File: config.mk
export PLATFORM = sky130hd
export DESIGN_NAME = leaf_mem_arbiter
export DESIGN_NICKNAME = d
export VERILOG_FILES = /design/src/rtl/acc_pkg.sv /design/src/rtl/rd_tag_pipe.sv /design/src/rtl/leaf_mem_arbiter.sv
export SDC_FILE = /design/constraint.sdc
export NUM_CORES = 1
export LEC_CHECK = 0
export CAP_MARGIN = 10
export CORE_AREA = 2 2 162 164
export CTS_CLUSTER_SIZE = 16
export DETAILED_ROUTE_END_ITERATION = 16
export DIE_AREA = 0 0 164 166
export MAX_ROUTING_LAYER = met4
export SYNTH_ARGS = -nofsm -noshare
export SYNTH_HDL_FRONTEND = slang
export SYNTH_SLANG_ARGS = --single-unit
export TNS_END_PERCENT = 5
File: constraint.sdc
create_clock -name clk -period 2.1 [get_ports clk]
set_input_delay 0.315 -clock clk [delete_from_list [all_inputs] [get_ports clk]]
set_output_delay 0.315 -clock clk [all_outputs]
set_load 0.02 [all_outputs]
File: src/rtl/acc_pkg.sv
// Shared definitions for the accelerator leaf-bank logic: default bank geometry,
// requester owner encoding and the read-return tag carried alongside each access.
package acc_pkg;

  localparam int unsigned LEAF_ADDR_W = 6;
  localparam int unsigned LEAF_DATA_W = 64;

  localparam logic OWN_ACC = 1'b0;
  localparam logic OWN_WBS = 1'b1;

  typedef struct packed {
    logic valid;
    logic owner;
  } rd_tag_t;

endpackage

File: src/rtl/rd_tag_pipe.sv
// Latency-matched {valid, owner} shift register: a tag pushed with an access
// appears at tag_out exactly RD_LAT cycles later, aligned with the SRAM read data.
module rd_tag_pipe
  import acc_pkg::*;
#(
  parameter int unsigned RD_LAT = 1
) (
  input  logic    clk,
  input  logic    rst_n,
  input  rd_tag_t tag_in,
  output rd_tag_t tag_out
);

  rd_tag_t [RD_LAT-1:0] stage_r;

  // shift tags one stage per clock; reset discards anything in flight
  always_ff @(posedge clk or negedge rst_n) begin
    if (!rst_n) begin
      stage_r <= '0;
    end else begin
      stage_r[0] <= tag_in;
      for (int unsigned i = 1; i < RD_LAT; i++) begin
        stage_r[i] <= stage_r[i-1];
      end
    end
  end

  assign tag_out = stage_r[RD_LAT-1];

endmodule

File: src/rtl/leaf_mem_arbiter.sv
// Single-port leaf SRAM arbiter: accelerator has fixed priority, a starvation
// counter force-grants the debug port, and read data is routed back by tag.
module leaf_mem_arbiter
  import acc_pkg::*;
#(
  parameter int unsigned ADDR_W       = LEAF_ADDR_W,
  parameter int unsigned DATA_W       = LEAF_DATA_W,
  parameter int unsigned RD_LAT       = 1,
  parameter int unsigned STARVE_LIMIT = 4
) (
  input  logic              clk,
  input  logic              rst_n,
  input  logic              debug_en,
  input  logic              acc_req,
  input  logic              acc_we,
  input  logic [ADDR_W-1:0] acc_addr,
  input  logic [DATA_W-1:0] acc_wdata,
  output logic              acc_gnt,
  output logic              acc_rvalid,
  output logic [DATA_W-1:0] acc_rdata,
  input  logic              wbs_req,
  input  logic              wbs_we,
  input  logic [ADDR_W-1:0] wbs_addr,
  input  logic [DATA_W-1:0] wbs_wdata,
  output logic              wbs_gnt,
  output logic              wbs_rvalid,
  output logic [DATA_W-1:0] wbs_rdata,
  output logic              mem_csb,
  output logic              mem_web,
  output logic [ADDR_W-1:0] mem_addr,
  output logic [DATA_W-1:0] mem_wdata,
  input  logic [DATA_W-1:0] mem_rdata,
  output logic              starve_force
);

  localparam logic [3:0] LIMIT = 4'(STARVE_LIMIT);

  logic [3:0]        starve_cnt_r;
  logic [3:0]        starve_cnt_nxt_s;
  logic              wreq_s;
  logic              force_s;
  logic              wbs_gnt_s;
  logic              acc_gnt_s;
  rd_tag_t           push_tag_s;
  rd_tag_t           pop_tag_s;
  logic [DATA_W-1:0] acc_rdata_r;
  logic [DATA_W-1:0] wbs_rdata_r;

  // grant decision and SRAM drive; rst_n gating keeps the bank idle during reset
  always_comb begin
    wreq_s     = wbs_req & debug_en & rst_n;
    force_s    = wreq_s & (starve_cnt_r == LIMIT);
    wbs_gnt_s  = wreq_s & (~acc_req | force_s);
    acc_gnt_s  = acc_req & rst_n & ~wbs_gnt_s;
    mem_csb    = 1'b1;
    mem_web    = 1'b1;
    mem_addr   = '0;
    mem_wdata  = '0;
    push_tag_s = '0;
    if (wbs_gnt_s) begin
      mem_csb          = 1'b0;
      mem_web          = ~wbs_we;
      mem_addr         = wbs_addr;
      mem_wdata        = wbs_wdata;
      push_tag_s.valid = ~wbs_we;
      push_tag_s.owner = OWN_WBS;
    end else if (acc_gnt_s) begin
      mem_csb          = 1'b0;
      mem_web          = ~acc_we;
      mem_addr         = acc_addr;
      mem_wdata        = acc_wdata;
      push_tag_s.valid = ~acc_we;
      push_tag_s.owner = OWN_ACC;
    end else begin
      push_tag_s.owner = OWN_ACC;
    end
  end

  assign acc_gnt      = acc_gnt_s;
  assign wbs_gnt      = wbs_gnt_s;
  assign starve_force = force_s & wbs_gnt_s;

  // count consecutive denied debug cycles, saturating at the force threshold
  always_comb begin
    if (wbs_gnt_s || !wreq_s) begin
      starve_cnt_nxt_s = 4'd0;
    end else if (starve_cnt_r != LIMIT) begin
      starve_cnt_nxt_s = starve_cnt_r + 4'd1;
    end else begin
      starve_cnt_nxt_s = starve_cnt_r;
    end
  end

  // starvation counter register
  always_ff @(posedge clk or negedge rst_n) begin
    if (!rst_n) begin
      starve_cnt_r <= 4'd0;
    end else begin
      starve_cnt_r <= starve_cnt_nxt_s;
    end
  end

  rd_tag_pipe #(
    .RD_LAT (RD_LAT)
  ) u_rd_tag_pipe (
    .clk     (clk),
    .rst_n   (rst_n),
    .tag_in  (push_tag_s),
    .tag_out (pop_tag_s)
  );

  // return routing: the owner sees live SRAM data, the other side keeps its last word
  always_comb begin
    acc_rvalid = pop_tag_s.valid & (pop_tag_s.owner == OWN_ACC);
    wbs_rvalid = pop_tag_s.valid & (pop_tag_s.owner == OWN_WBS);
    if (acc_rvalid) begin
      acc_rdata = mem_rdata;
    end else begin
      acc_rdata = acc_rdata_r;
    end
    if (wbs_rvalid) begin
      wbs_rdata = mem_rdata;
    end else begin
      wbs_rdata = wbs_rdata_r;
    end
  end

  // hold the most recent read word per requester
  always_ff @(posedge clk or negedge rst_n) begin
    if (!rst_n) begin
      acc_rdata_r <= '0;
      wbs_rdata_r <= '0;
    end else begin
      if (acc_rvalid) begin
        acc_rdata_r <= mem_rdata;
      end
      if (wbs_rvalid) begin
        wbs_rdata_r <= mem_rdata;
      end
    end
  end

endmodule

Word-level counts from Yosys, hierarchy flattened
Cells that the tools add are included.
{"block": "op_classes", "eq_ne": 2, "n_reduce_logical": 3, "bitwise": 15, "n_mux": 14, "addsub": 1}
{"cell": "$mux W64", "count": 4}
{"cell": "$mux W6", "count": 2}
{"cell": "$and A1 B1 Y1", "count": 9}
{"cell": "$mux W4", "count": 2}
{"cell": "$mux W1", "count": 5}
{"cell": "$not A1 Y1", "count": 5}
{"cell": "$add A4 B1 Y4 const B", "count": 1}
{"cell": "$eq A4 B3 Y1 const B", "count": 1}
{"cell": "$ne A4 B3 Y1 const B", "count": 1}
{"cell": "$mux W2", "count": 1}
{"cell": "$reduce_bool A2 Y1", "count": 1}
{"cell": "$logic_not A1 Y1", "count": 1}
{"cell": "$logic_or A1 B1 Y1", "count": 1}
{"cell": "$or A1 B1 Y1", "count": 1}
{"block": "totals", "out_inout_bits": 205, "wordCells": 40, "register_bits": 134, "inputBits": 211}

Depth between registers and ports, before layout
Gate-level depths: netlist of run 1.
{"block": "logic_depth", "word_depth": 9, "depth_mapped": 7, "ltp_nobuf": 5}

Hierarchy
From an unflattened synthesis of run 1, not the netlist that was laid out.
{"block": "hier_totals", "hier_cells": 387, "area_unflattened_um2": 5838.1}
{"module": "leaf_mem_arbiter", "area_each_um2": 5788.1, "cells_per_inst": 385, "instances": 1, "seq_area_each_um2": 3303.2}
{"module": "rd_tag_pipe", "area_each_um2": 50.0, "cells_per_inst": 2, "instances": 1, "seq_area_each_um2": 50.0}

Worst setup path before layout of run 1
OpenSTA, ideal clock, no wires.
{"block": "synth_timing", "kind": "reg-to-output", "from": "register starve_cnt_r[0]", "to": "output mem_web", "required_ps": 1785, "path_slack_ps": 178, "path_stages_with_launch": 8, "t_arrival_ps": 1607, "n_path_buf": 2, "cell_sequence": "dfrtp_1 inv_1 ha_1 nand3b_4 o211a_1 buf_6 buf_6 a22oi_1"}
{"block": "synth_via", "elab_chain_cells": 8}
{"element": "from (decl)", "line_no": "leaf_mem_arbiter.sv:38", "text": "logic [3:0] starve_cnt_r;"}
{"element": "from (signal assigned)", "line_no": "leaf_mem_arbiter.sv:99", "text": "starve_cnt_r <= starve_cnt_nxt_s;"}
{"element": "$eq A4 B3 Y1", "line_no": "leaf_mem_arbiter.sv:52", "text": "force_s = wreq_s & (starve_cnt_r == LIMIT);"}
{"element": "$and A1 B1 Y1", "line_no": "leaf_mem_arbiter.sv:52"}
{"element": "$or A1 B1 Y1", "line_no": "leaf_mem_arbiter.sv:53", "text": "wbs_gnt_s = wreq_s & (~acc_req | force_s);"}
{"element": "$and A1 B1 Y1", "line_no": "leaf_mem_arbiter.sv:53"}
{"element": "$not A1 Y1", "line_no": "leaf_mem_arbiter.sv:54", "text": "acc_gnt_s = acc_req & rst_n & ~wbs_gnt_s;"}
{"element": "$and A1 B1 Y1", "line_no": "leaf_mem_arbiter.sv:54"}
{"element": "named net acc_gnt", "line_no": "leaf_mem_arbiter.sv:18", "text": "output logic acc_gnt,"}
{"element": "$mux W1", "line_no": "leaf_mem_arbiter.sv:67", "text": "end else if (acc_gnt_s) begin"}
{"element": "$mux W1", "line_no": "leaf_mem_arbiter.sv:60", "text": "if (wbs_gnt_s) begin"}
{"element": "to (decl)", "line_no": "leaf_mem_arbiter.sv:29", "text": "output logic mem_web,"}
The timed path passes the listed nets, and every way through them passes these cells.

Final worst setup path of run 1
{"block": "layout_timing", "from": "register starve_cnt_r[0]", "to": "output mem_wdata[62]"}
{"block": "layout_via", "elab_chain_cells": 8}
{"element": "$eq A4 B3 Y1 (*)", "line_no": "leaf_mem_arbiter.sv:52"}
{"element": "$and A1 B1 Y1 (*)", "line_no": "leaf_mem_arbiter.sv:52"}
{"element": "$or A1 B1 Y1 (*)", "line_no": "leaf_mem_arbiter.sv:53"}
{"element": "$and A1 B1 Y1 (*)", "line_no": "leaf_mem_arbiter.sv:53"}
{"element": "$not A1 Y1", "line_no": "leaf_mem_arbiter.sv:54"}
{"element": "$and A1 B1 Y1", "line_no": "leaf_mem_arbiter.sv:54"}
{"element": "$mux W64", "line_no": "leaf_mem_arbiter.sv:67"}
{"element": "$mux W64 (*)", "line_no": "leaf_mem_arbiter.sv:60"}
{"element": "to (decl)", "line_no": "leaf_mem_arbiter.sv:31", "text": "output logic [DATA_W-1:0] mem_wdata,"}
Mark *: on every way between the ends. The rest lies on a longest branch, timed or not.

==> impl_metrics.py, run 1 <==
metrics = {
    "placed_design": {
        "place.detailed.hpwl_microns": 22500,
        "placed_area_sq_mm": 0.0106,
        "numPortBuffers": 415,
        "detailedPlace.worstSlack_ps": -493,
        "routabilityCongestion": 0.895,
    },
    "synthesis": {
        "synth-seq-area-share_pct": 57.4,
        "yosys.area.top_type": "sky130_fd_sc_hd__dfrtp_1",
        "synth.avg_cell_area_sq_um": 15.1,
        "yosysWarnings": 0,
        "synth_area_sq_mm": 0.00584,
        "count_of_state_elements_after_synthesis": 134,
        "postSynthNetCount": 600,
        "area_fraction_of_the_dominant_cell_type_after_synthesis_pct": 57.4,
        "yosysUniqueCellTypes": 21,
        "syn_inst": 387,
        "synth.area.top_cells": "sky130_fd_sc_hd__dfrtp_1, sky130_fd_sc_hd__mux2_2, sky130_fd_sc_hd__a22o_1, sky130_fd_sc_hd__buf_6, sky130_fd_sc_hd__buf_2",
    },
    "final_layout": {
        "drive_above_1_share_pct": 47.1,
        "fin_util_pct": 44.2,
        "final_area_sq_mm": 0.0113,
        "final_net_count": 1052,
        "area_growth_syn_to_layout_pct": 94.1,
    },
    "detailed_routing": {
        "drt-wirelength-per-cell_microns": 23.8,
        "drt_first_pass_iters": 4,
        "drt_drc_violations_left": 0,
        "drtAntennaViolNets": 0,
        "detailedRoute.firstIterationViolations": 205,
        "viasPerCell": 4.45,
        "postRouteWirelength_microns": 28600,
        "routed-via-count": 5337,
    },
    "hold_path": {
        "worstHoldEndpoint": "starve_cnt_r[1]",
        "holdPathStages": 4,
        "hold_path_class": "input port to flip-flop",
        "timing.hold.worst.start": "rst_n",
    },
    "critical_path": {
        "endpoint_kind": "output port",
        "critPathMostFrequentCell": "sky130_fd_sc_hd__buf_4",
        "arrival_ps": 2060,
        "worst_path_largest_cell_delay_ps": 390,
        "timing.critical_path.fanout_max": 5,
        "worst-r2r-cell-count": 6,
        "critPathLaunchType": "flip-flop",
        "cp_data_required_time_ps": 1780,
        "cell_chain_critical_path": "inv_2 -> ha_4 -> nand3b_4 -> o211a_4 -> buf_4 -> a22o_4 -> buf_4",
        "path_delay_family": "compound AO/OA/AOI/OAI gates",
        "reg2reg_setup_slack_ps": 540,
        "crit_slowest_cell": "sky130_fd_sc_hd__dfrtp_1",
        "rr_startpoint": "starve_cnt_r[0]",
        "reg2reg_to": "u_rd_tag_pipe.tag_out[1]",
        "crit_buf_inv": 3,
        "critical_setup_path_class": "flip-flop to output port",
    },
    "job": {
        "max-cap-violations": 0,
    },
    "floorplanning": {
        "core_region_area_sq_mm": 0.0256,
        "top_level_port_count": 416,
        "die_outline_height_microns": 166,
        "floorplan.initialDensity_pct": 22.8,
        "placement_rows": 59,
        "die_area_sq_mm": 0.0272,
        "die_width_microns": 164,
    },
    "global_route": {
        "maximum_number_of_pins_on_one_net_before_global_route_repair": 63,
        "grt-ovfl-total": 0,
        "antenna_found_initial": 14,
        "first_global_vias": 5522,
        "grt_pass1_wl_microns": 38300,
        "gr-usage-all-layers_pct": 20.5,
    },
    "timing": {
        "layout_setup_ws_ps": -277,
        "min_period_over_period_pct": 113,
        "setup_viol": 124,
        "fin_skew_ps": 7.86,
        "rsz0062_at_grt": "true",
        "measured_slew_at_the_worst_slew_check_pin_ps": 806,
        "min_period_ps": 2380,
        "drv_slew": 0,
        "final-hold-violation-count": 0,
        "maxClockFrequency_mhz": 421,
        "worst_slew_margin_rel_pct": 46.3,
        "finalSetupTns_ps": -19800,
    },
    "clock_tree": {
        "cts_tree": "yes",
        "max_h_tree_level": 4,
        "cts_inserted_buffers": 17,
        "root_buffer": "sky130_fd_sc_hd__clkbuf_16",
        "cts-root-to-sink-buffers": 2,
        "insertion_delay_ps": 410,
        "clk_sink_count": 134,
        "path_clk_slew_ps": 60,
    },
    "power_and_ir_drop": {
        "static-leakage-power_uw": 0.00523,
        "power_uw": 9710,
        "cellPowerDensity_mw_per_mm2": 857,
        "vdd.ir_drop.worst_mv": 0.504,
    },
    "run_status": {
        "violated_checks": "setup timing",
        "outcome": "finished with violations",
    },
}
## cell usage after synthesis
cell type	n
sky130_fd_sc_hd__dfrtp_1	134
sky130_fd_sc_hd__mux2_2	128
sky130_fd_sc_hd__a22o_1	71
sky130_fd_sc_hd__buf_2	14
sky130_fd_sc_hd__buf_6	14
sky130_fd_sc_hd__inv_1	6
sky130_fd_sc_hd__nor3_1	4
sky130_fd_sc_hd__ha_1	2
sky130_fd_sc_hd__nand2_1	2
sky130_fd_sc_hd__a21boi_0	1
sky130_fd_sc_hd__a21oi_4	1
sky130_fd_sc_hd__a22oi_1	1
sky130_fd_sc_hd__buf_4	1
sky130_fd_sc_hd__nand3_1	1
sky130_fd_sc_hd__nand3_4	1
sky130_fd_sc_hd__nand3b_4	1
sky130_fd_sc_hd__nor2_1	1
sky130_fd_sc_hd__nor2b_1	1
sky130_fd_sc_hd__o211a_1	1
sky130_fd_sc_hd__xnor2_1	1
sky130_fd_sc_hd__xor2_1	1
## power breakdown
group | switching [uW] | internal, uW | total (uW)
Sequential | 123 | 3080 | 3200
Clock | 1220 | 1930 | 3150
Combinational | 1660 | 1690 | 3350
## per-stage QoR
stage | hold WS (ps) | std cells
floorplan | 19.4 | 387
global placement | 396 | 1144
detailed placement | 398 | 1144
CTS | 317 | 1182
global route | 407 | 1200
finish | 417 | 1200
## flip-flops by register name, summed over array words and instances, names as in the netlist
name	count
acc_rdata_r	64
starve_cnt_r	4
u_rd_tag_pipe.tag_out	2
wbs_rdata_r	64
## worst max-delay path by stage
stage                     from            end  slack [ps]  cells past startpoint
6_report       starve_cnt_r[0]  mem_wdata[62]        -280                      7
5_1_grt        starve_cnt_r[1]  mem_wdata[62]        -340                      7
4_1_cts        starve_cnt_r[0]    mem_addr[3]        -330                      7
3_5_place_dp           acc_req    mem_addr[3]        -490                      6
3_3_place_gp           acc_req  mem_wdata[56]        -490                      6
2_1_floorplan  starve_cnt_r[0]        mem_web         180                      7
## worst register-to-register path: cells and delay by family (launching register included)
family / cells / cell delay (ps)
and+or+nand+nor: 1 / 150
buffers and inverters: 2 / 250
DFF: 1 / 390
AOI/OAI and AO/OA: 2 / 530
adders and majority gates: 1 / 140
## repair_timing
action	in CTS	in global routing
pin swaps	3	8
hold endpoints to repair	26	0
endpoints found under the setup margin	205	201
resized for setup	842	136
hold buffers	1	0
setup buffers	2	1
gates cloned	3	4
## cells in the final DEF, fill, tap and decap left out, types with 4 or more instances in the layout
master,count
sky130_fd_sc_hd__clkdlybuf4s50_1,209
sky130_fd_sc_hd__dfrtp_1,134
sky130_fd_sc_hd__buf_2,83
sky130_fd_sc_hd__mux2_2,75
sky130_fd_sc_hd__buf_6,73
sky130_fd_sc_hd__a22o_1,69
sky130_fd_sc_hd__mux2_4,53
sky130_fd_sc_hd__buf_4,49
sky130_fd_sc_hd__dlygate4sd2_1,21
sky130_fd_sc_hd__clkbuf_16,19
sky130_fd_sc_hd__buf_12,14
sky130_fd_sc_hd__diode_2,13
sky130_fd_sc_hd__inv_6,6
sky130_fd_sc_hd__inv_1,4
sky130_fd_sc_hd__nor3_1,4
sky130_fd_sc_hd__buf_16,4
## cell families after synthesis
kind of cell / after synthesis / share of synthesized area, %
buffers and inverters: 35 / 4.41
multiplexers: 128 / 24.7
AND/OR/NAND/NOR: 11 / 1.37
XOR/XNOR: 2 / 0.300
AO/OA/AOI/OAI: 75 / 11.4
flip-flops: 134 / 57.4
adder cells (fa/ha/maj): 2 / 0.429
## cell type report
type                       count  area (sq um)
antenna                       13          32.5
clock buffer                  18           439
clock inverter                14           184
fill                        2398         14300
inverter                       6          22.5
multi-input combinational    219          2490
sequential                   134          3350
tap                          335           419
timing repair buffer         461          4390
## metal layers
metal  vias to the layer above  track usage [%]  share of wire, %  wire length (microns)
met5                         -                -                 0                      0
met4                         0             9.57               1.9                    556
met3                        27             6.94               7.8                   2220
met2                       256             33.5                52                  14800
met1                      2688             22.3                39                  11000
li1                       2366                -                 -                      -
No activity file was read; power rests on OpenSTA's default activity.
==> inputs of run 2 (changes only) <==
Settings changed: GPL_TIMING_DRIVEN set to 0, PLACE_DENSITY set to 0.56.
==> run 2 against run 1 <==
Compared with the run above:
- the run still ends with setup timing left
- routed wire length is 6.9% lower
- design area up 2.8%
- utilization increased by 1.2 points
- combinational power is 2% higher
- worst setup slack got worse by 58 ps
- worst hold slack got worse by 40 ps
- critical path depth up 2
- sequential cell count unchanged
- register-to-register slack improved by 70 ps
- final cell count increased by 0.50%
- clock skew is 3.3 ps higher
- highest routed layer unchanged
==> impl_metrics.py, run 2 (synthesis results as in run 1) <==
metrics = {
    "global_route": {
        "antenna_found_initial": 3,
        "global_routing_s_busiest_layer": "met2",
        "met3_usage_in_global_routing_pct": 7.09,
        "gr-usage-all-layers_pct": 19.1,
        "grt_pass1_wl_microns": 36500,
        "met1_usage_pct": 20.9,
        "first_global_vias": 5529,
        "met2_global_route_usage_pct": 32.6,
        "maximum_number_of_pins_on_one_net_before_global_route_repair": 70,
        "grt-ovfl-total": 0,
    },
    "timing": {
        "min_period_ps": 2440,
        "rsz0062_at_grt": "true",
        "min_period_over_period_pct": 116,
        "layout_setup_ws_ps": -335,
        "final-hold-violation-count": 0,
        "worst_slew_margin_rel_pct": 81.7,
        "drv_slew": 0,
        "fin_skew_ps": 11.2,
        "setup_viol": 157,
        "hold_slack_ps": 377,
        "measured_slew_at_the_worst_slew_check_pin_ps": 276,
        "finalSetupTns_ps": -25160,
        "maxClockFrequency_mhz": 411,
    },
    "critical_path": {
        "cell_chain_critical_path": "inv_2 -> ha_4 -> nand3b_4 -> o211a_1 -> buf_8 -> buf_12 -> buf_8 -> a22o_1 -> buf_6",
        "reg2reg_setup_slack_ps": 610,
        "rr_startpoint": "starve_cnt_r[1]",
        "timing.critical_path.fanout_max": 5,
        "critPathLaunchType": "flip-flop",
        "critPathMostFrequentCell": "sky130_fd_sc_hd__buf_8",
        "worst_path_largest_cell_delay_ps": 390,
        "arrival_ps": 2120,
        "cp_data_required_time_ps": 1780,
        "worst-r2r-cell-count": 7,
        "reg2reg_to": "u_rd_tag_pipe.tag_out[1]",
        "critical_setup_path_class": "flip-flop to output port",
        "endpoint_kind": "output port",
        "crit_slowest_cell": "sky130_fd_sc_hd__dfrtp_1",
        "worstSetupEndpoint": "mem_wdata[14]",
        "startpoint": "starve_cnt_r[1]",
    },
    "final_layout": {
        "fill_cells": 2433,
        "drive_above_1_share_pct": 48.4,
        "reg_top3": "acc_rdata_r: 64 flops, wbs_rdata_r: 64 flops, starve_cnt_r: 4 flops",
        "fin_util_pct": 45.5,
        "area_growth_syn_to_layout_pct": 99.5,
        "mostFrequentLayoutCells": "sky130_fd_sc_hd__clkdlybuf4s50_1, sky130_fd_sc_hd__dfrtp_1, sky130_fd_sc_hd__buf_6",
        "reg_area_sq_mm": 0.00335,
        "mostFrequentLayoutCell": "sky130_fd_sc_hd__clkdlybuf4s50_1",
        "final_net_count": 1066,
        "multiInputGateArea_sq_mm": 0.00245,
    },
    "clock_tree": {
        "cts_tree": "yes",
        "insertion_delay_ps": 420,
        "root_buffer": "sky130_fd_sc_hd__clkbuf_16",
        "path_clk_slew_ps": 60,
        "cts_inserted_buffers": 17,
        "clk_sink_count": 134,
        "max_h_tree_level": 4,
        "cts-root-to-sink-buffers": 2,
    },
    "placed_design": {
        "numPortBuffers": 415,
        "routabilityCongestion": 0.926,
        "place.detailed.hpwl_microns": 20300,
    },
    "detailed_routing": {
        "drtAntennaViolNets": 0,
        "drt-wirelength-per-cell_microns": 22.0,
        "postRouteWirelength_microns": 26600,
        "routed-via-count": 5296,
        "drt_first_pass_iters": 4,
        "drt_drc_violations_left": 0,
        "detailedRoute.firstIterationViolations": 179,
        "viasPerCell": 4.39,
    },
    "floorplanning": {
        "top_level_port_count": 416,
        "floorplan.initialDensity_pct": 22.8,
        "die_outline_height_microns": 166,
        "placement_rows": 59,
        "die_area_sq_mm": 0.0272,
        "die_width_microns": 164,
        "core_region_area_sq_mm": 0.0256,
    },
    "power_and_ir_drop": {
        "power_uw": 9650,
        "static-leakage-power_uw": 0.00534,
        "vdd.ir_drop.worst_mv": 0.460,
        "cellPowerDensity_mw_per_mm2": 828,
    },
    "run_status": {
        "violated_checks": "setup timing",
        "outcome": "finished with violations",
    },
    "job": {
        "max-cap-violations": 0,
    },
    "hold_path": {
        "holdPathStages": 4,
        "hold_path_class": "input port to flip-flop",
    },
}
-- run 2: worst min-delay path by stage --
| stage | startpoint | to | slack, ps |
|---|---|---|---|
| after floorplan | rst_n | acc_rdata_r[0] | 20 |
| after global placement | wbs_rdata_r[56] | wbs_rdata_r[56] | 480 |
| after detailed placement | rst_n | acc_rdata_r[25] | 380 |
| after CTS | rst_n | acc_rdata_r[25] | -220 |
| after global routing | rst_n | starve_cnt_r[2] | 370 |
| final | rst_n | starve_cnt_r[1] | 380 |
-- run 2: worst max-delay path: cells and delay by family, from the launching register on --
family          cells  cell delay [ps]
simple gates        1               90
fa+ha+maj           1              140
flops               1              390
compound gates      2              480
buf+inv             5              600
-- run 2: layout make-up --
cell class	count	area share, %
Sequential cell	134	28.8
Clock buffer	17	3.65
Tap cell	335	3.60
Clock inverter	15	1.42
Multi-Input combinational cell	218	21.1
Inverter	6	0.193
Buffer	28	3.81
Antenna cell	5	0.107
Timing Repair Buffer	448	37.4
-- run 2: through the flow --
| step | setup WS (ps) | cell area [sq um] | cells |
|---|---|---|---|
| after CTS | -326 | 10900 | 1177 |
| after global routing | -408 | 11600 | 1204 |
| after global placement | -6630 | 10400 | 1137 |
| after floorplan | 178 | 5840 | 387 |
| final | -335 | 11600 | 1206 |
| after detailed placement | -1360 | 10400 | 1138 |
-- run 2: report_power, final --
group	leakage (uW)	internal, uW	switching [uW]
clock	0.000283	1770	1250
combinational	0.00347	1750	1680
sequential	0.00158	3080	118
total	0.00534	6600	3040
-- run 2: repair_timing --
item | CTS | global route
hold endpoints to repair | 67 | 67
resized for setup | 606 | 493
cloned | 2 | 5
setup buffers | 5 | 12
endpoints found under the setup margin | 205 | 202
pin swaps | 1 | 17
-- run 2: metal layers --
metal / part of all wire [%] / vias to the layer above
met2: 51 / 241
li1: - / 2386
met3: 8.8 / 25
met1: 39 / 2644
met5: 0 / -
met4: 1.6 / 0
